===== src/rtl/if_pkg.sv =====
// Shared types and helpers for the IF-stage program-counter generator.
// Latency: n/a (types, constants and a constant function only).
// Backpressure: n/a.
package if_pkg;

    // BOOT: one dead cycle after reset, RUN: fetching, HALT: parked on a bad redirect
    typedef enum logic [1:0] {
        BOOT = 2'd0,
        RUN  = 2'd1,
        HALT = 2'd2
    } pc_state_t;

    localparam logic [31:0] DEFAULT_RESET_VECTOR = 32'h0000_0000;

    // Number of low address bits that must be zero for an aligned instruction.
    function automatic int align_bits(input int instr_bytes);
        return $clog2(instr_bytes);
    endfunction

endpackage


===== src/rtl/if_pc_gen.sv =====
// Program-counter generator: reset vector, increment, redirect/trap entry, misalign halt.
// Latency: redirect/trap sampled on edge N drives pc_out right after edge N; no bubbles.
// Backpressure: PC holds while stall is high or fetch_ready is low; redirect/trap still apply.
//
// Ports:
//   clk, reset          rising-edge clock, synchronous active-high reset
//   stall, fetch_ready  hazard hold and instruction-memory accept
//   redirect_valid/_target, trap_valid/trap_vector   next-PC overrides (trap wins)
//   pc_out, pc_plus     registered fetch address and its successor
//   fetch_valid         pc_out is a live fetch request (RUN state only)
//   misaligned          sticky flag set by a misaligned redirect, cleared by a trap
module if_pc_gen
    import if_pkg::*;
#(
    parameter int              XLEN         = 32,
    parameter logic [XLEN-1:0] RESET_VECTOR = XLEN'(DEFAULT_RESET_VECTOR),
    parameter int              INSTR_BYTES  = 4
) (
    input  logic            clk,
    input  logic            reset,
    input  logic            stall,
    input  logic            fetch_ready,
    input  logic            redirect_valid,
    input  logic [XLEN-1:0] redirect_target,
    input  logic            trap_valid,
    input  logic [XLEN-1:0] trap_vector,
    output logic [XLEN-1:0] pc_out,
    output logic [XLEN-1:0] pc_plus,
    output logic            fetch_valid,
    output logic            misaligned
);

    localparam int              ALIGN_BITS = align_bits(INSTR_BYTES);
    localparam logic [XLEN-1:0] ALIGN_MASK = XLEN'((1 << ALIGN_BITS) - 1);
    localparam logic [XLEN-1:0] PC_INCR    = XLEN'(INSTR_BYTES);

    pc_state_t       state, state_nxt;
    logic [XLEN-1:0] pc_nxt;
    logic            mis_nxt;
    logic            fire;
    logic            target_misaligned;
    logic [XLEN-1:0] trap_target;

    assign fetch_valid       = (state == RUN);
    assign fire              = fetch_valid & fetch_ready & ~stall;
    // Natural XLEN-bit overflow gives the required wrap to zero.
    assign pc_plus           = pc_out + PC_INCR;
    assign target_misaligned = |(redirect_target & ALIGN_MASK);
    // Trap handlers are always entered on an instruction boundary.
    assign trap_target       = trap_vector & ~ALIGN_MASK;

    always_ff @(posedge clk) begin
        if (reset) begin
            state      <= BOOT;
            pc_out     <= RESET_VECTOR;
            misaligned <= 1'b0;
        end else begin
            state      <= state_nxt;
            pc_out     <= pc_nxt;
            misaligned <= mis_nxt;
        end
    end

    always_comb begin
        state_nxt = state;
        pc_nxt    = pc_out;
        mis_nxt   = misaligned;
        case (state)
            BOOT: begin
                state_nxt = RUN;
            end
            RUN: begin
                if (trap_valid) begin
                    pc_nxt = trap_target;
                end else if (redirect_valid) begin
                    // Misaligned target is still latched so a debugger can see it.
                    pc_nxt = redirect_target;
                    if (target_misaligned) begin
                        mis_nxt   = 1'b1;
                        state_nxt = HALT;
                    end
                end else if (fire) begin
                    pc_nxt = pc_plus;
                end
            end
            HALT: begin
                // Redirects are ignored here; only a trap (or reset) recovers.
                if (trap_valid) begin
                    pc_nxt    = trap_target;
                    mis_nxt   = 1'b0;
                    state_nxt = RUN;
                end
            end
            default: begin
                state_nxt = BOOT;
            end
        endcase
    end

endmodule


===== config.mk =====
export PLATFORM = sky130hd
export DESIGN_NAME = if_pc_gen
export DESIGN_NICKNAME = d
export VERILOG_FILES = /design/src/rtl/if_pkg.sv /design/src/rtl/if_pc_gen.sv
export SDC_FILE = /design/constraint.sdc
export NUM_CORES = 1
export LEC_CHECK = 0
export CORE_ASPECT_RATIO = 0.9
export CORE_MARGIN = 1.5
export CORE_UTILIZATION = 40
export CTS_BUF_LIST = sky130_fd_sc_hd__clkbuf_2
export DETAILED_ROUTE_END_ITERATION = 10
export GPL_TIMING_DRIVEN = 0
export PLACE_DENSITY = 0.79
export SYNTH_ARGS = -nofsm -noshare
export SYNTH_HDL_FRONTEND = slang
export SYNTH_SLANG_ARGS = --single-unit

===== constraint.sdc =====
create_clock -name clk -period 5.95 [get_ports clk]
set_clock_uncertainty 0.1 [all_clocks]
set_input_delay 0.8925 -clock clk [delete_from_list [all_inputs] [get_ports clk]]
set_output_delay 0.8925 -clock clk [all_outputs]
set_load 0.05 [all_outputs]

==> summary.md <==
## Outcome
* status: complete, no violations

## GRT
* first-pass GRT wire length: 18.7 mm
* vias in the first global route: 3624
* maximum number of pins on one net before global-route repair: 11
* antenna violations before repair: 0
* GRT Residual Overflow: 0
* global-route usage over all layers: 31.1%

## Route
* via density per instance: 6.29
* drt pass-1 iters: 6
* DRC violation count after routing: 0
* Final ANT Viol Nets: 0
* average wire per cell in the routed design: 19.9 microns
* via count: 3897
* Total Wirelength: 12.3 mm
* initial drt markers: 569

## Clocking
* clock slew seen by the registers of the worst setup and hold paths: 0.19 ns
* TritonCTS clock tree: built
* # H-tree levels: 2
* hold buffer count at cts: 0
* setup repair bufs after CTS: 0
* Resized Gates After CTS: 0
* maximum buffer depth of the clock tree: 2
* master cell of the clock root buffer: sky130_fd_sc_hd__clkbuf_2
* cts bufs inserted: 5
* sinks on the clock net: 35
* clock insertion delay at the later pin of the skew report: 0.41 ns

## Placed design
* total of buffers placed on input and output ports: 132
* DPL Wire Length: 8.81 mm
* final weighted congestion in routability-driven placement: 0.958

## Power and ir drop
* Net Sw Power: 1370 uW
* worst voltage drop across the vdd grid: 0.279 mV
* power density over the cells: 528 nW/um^2
* share of total power in the clock network: 5.0%
* Static Leak: 0.00154 uW
* fraction of power spent switching nets: 60.3%
* sequential cell fraction of total power: 20.1%
* combinational fraction of design power: 74.8%
* Internal Power: 903 uW

## Cells and area
* Layout area overhead: 51.6%
* layout filler cell count: 636
* final-stage net count: 605
* share of layout cells above drive strength 1: 6.42%
* diode count: 0

## Synth
* fraction of the yosys area taken by sequential cells: 24.6%
* mean post-synth cell area: 7.27 sq um
* share of synthesized flip-flops with an asynchronous set or reset: 0%
* Cell variety after synth: 57
* flops & latches, synth: 35
* share of Yosys cell area claimed by the top area cell type: 24.6%
* count of synthesis-stage warnings from yosys: 0
* Synth area leader: sky130_fd_sc_hd__dfxtp_1
* commonest register cell after synthesis: sky130_fd_sc_hd__dfxtp_1
* leading cell types by total area after synthesis: sky130_fd_sc_hd__dfxtp_1 25%, sky130_fd_sc_hd__nand2_1 5.3%, sky130_fd_sc_hd__a21oi_1 4.9%, sky130_fd_sc_hd__xnor2_1 4.9%, sky130_fd_sc_hd__o21ai_0 4.6%
* netlist area before placement: 2840 sq um
* Post-Synthesis Net Count: 466
* count of flip-flops with a built-in enable after synthesis: 0
* gate count of the mapped netlist: 391

## Hold path
* type of the tightest min-delay check: reg -> reg

## Die
* Site Rows: 28
* vertical extent of the die: 83.0 microns
* top-level I/O count: 136
* width of the die: 91.9 microns
* Total Die Area: 7630 sq um
* effective utilization at floorplan: 42.3%
* total core area: 6730 sq um

## Timing
* Hold Violations, Final: 0
* max frequency: 0.232 GHz
* RSZ-0062 raised after global routing: false
* clock period minus worst slack: 4.31 ns
* share of the clock period used by the worst path: 72.4%
* Setup Total Neg Slack: 0 ns
* relative slew slack: 50.5%
* final-layout worst hold slack: 0.397 ns
* max-slew violation count: 0
* final number of setup-violating endpoints: 0
* Tightest Pin Transition: 0.737 ns

## Worst setup path
* type of the worst setup path: reg -> out
* arrival time at the worst endpoint: 3.32 ns
* capturing element type of the critical path: output pin
* kind of start point of the critical path: flip-flop
* worst endpoint required time: 4.96 ns
* worst-path fanout max: 7

## Flow run
* MaxCap Viol Count: 0

metal layers:
metal,up-vias,wire length (microns),track usage (%)
li1,1727,-,-
met5,-,0,0
met2,319,5480,49.5
met4,0,315,10.5
met3,41,1530,6.14
met1,1810,4980,41.9
power by group through the flow:
stage	clock network (uW)	registers, uW	logic [uW]
final	114	458	1700
after global routing	121	473	1770
after CTS	111	454	1670
after detailed placement	0	459	1660
after global placement	0	456	1650
after floorplan	0	711	842
cells by family after synthesis:
logic type / Yosys count / synth area share [%]
simple gates: 154 / 28.7
compound gates: 119 / 28.0
buf+inv: 48 / 6.99
flops: 35 / 24.6
xor+xnor: 26 / 8.01
fa+ha+maj: 5 / 2.20
mux: 4 / 1.45
worst max-delay path: stages, from the launching register on:
cell and delay, ns:
sky130_fd_sc_hd__dfxtp_1 0.48, sky130_fd_sc_hd__ha_1 0.23, sky130_fd_sc_hd__nand3_1 0.22, sky130_fd_sc_hd__or2_2 0.34, sky130_fd_sc_hd__clkbuf_1 0.20, sky130_fd_sc_hd__nor2_1 0.36, sky130_fd_sc_hd__nand2_1 0.12, sky130_fd_sc_hd__xnor2_1 0.14
sky130_fd_sc_hd__clkdlybuf4s50_1 0.82
synth_stat cells (all sizes together), types with 2 or more instances:
| cell | count |
|---|---|
| clkbuf | 24 |
| nor2 | 33 |
| o32ai | 3 |
| a31oi | 8 |
| nand3 | 20 |
| a32o | 2 |
| or3 | 2 |
| o211ai | 7 |
| nor4 | 6 |
| xor2 | 10 |
| o311ai | 3 |
| dfxtp | 35 |
| nand2 | 40 |
| o221ai | 3 |
| a211oi | 5 |
| mux2i | 3 |
| o21ai | 26 |
| or2 | 6 |
| a221oi | 2 |
| inv | 12 |
| a311oi | 3 |
| a22oi | 2 |
| a21oi | 28 |
| nand4 | 18 |
| buf | 12 |
| a32oi | 7 |
| o31ai | 4 |
| nand2b | 6 |
| a31o | 4 |
| nor4b | 2 |
| o21bai | 3 |
| xnor2 | 16 |
| o22ai | 3 |
| and3 | 2 |
| ha | 5 |
| and4 | 4 |
| or4 | 2 |
| nor3 | 10 |
metrics by stage:
| step | total power, uW | util [%] | worst slack [ns] | instance area (sq um) | cells |
|---|---|---|---|---|---|
| final | 2280 | 64.1 | 1.64 | 4310 | 620 |
| after global routing | 2360 | 64.1 | 1.46 | 4310 | 620 |
| after CTS | 2240 | 64.1 | 1.68 | 4310 | 620 |
| after global placement | 2100 | 63.6 | 2.14 | 4280 | 613 |
| after floorplan | 1550 | - | 2.21 | 2840 | 391 |
| after detailed placement | 2120 | 63.6 | 2.13 | 4280 | 613 |
layout by cell type, fill, tap and decap left out, drive strengths merged, types with 5 or more instances in the layout:
master / count
xnor2: 16
dfxtp: 35
xor2: 10
or2: 6
nor3: 10
nand2b: 6
nand2: 40
o21ai: 26
o211ai: 7
a211oi: 5
a31oi: 8
nor2: 33
inv: 12
a21oi: 28
a32oi: 7
clkdlybuf4s50: 132
nand3: 20
nand4: 18
clkbuf: 29
ha: 5
buf: 12
nor4: 6
registers in the layout, indices dropped and copies added, names as in the netlist:
| signal | flops |
|---|---|
| misaligned | 1 |
| pc_out | 32 |
| state | 2 |
layout make-up:
type | count | area, sq um | share of cell area, %
Multi-Input combinational cell | 308 | 1940 | 45.1
Clock buffer | 5 | 25.0 | 0.580
Sequential cell | 35 | 701 | 16.3
Clock inverter | 2 | 8.76 | 0.203
Timing Repair Buffer | 132 | 1320 | 30.6
Buffer | 36 | 154 | 3.57
Tap cell | 90 | 113 | 2.61
Inverter | 12 | 45.0 | 1.04
path summary, 6_finish.rpt:
kind,from,to,slack [ns],cells past startpoint
worst max register to register,state[0]$_SDFFE_PP0P_,pc_out[2]$_SDFFE_PP0P_,3.14,8
worst max-delay path,pc_out[2]$_SDFFE_PP0P_,pc_plus[30],1.64,8
worst min register to register,misaligned$_SDFFE_PP0P_,misaligned$_SDFFE_PP0P_,0.40,2
worst min-delay path,misaligned$_SDFFE_PP0P_,misaligned$_SDFFE_PP0P_,0.40,2
Power figures use the tool's default switching activity.
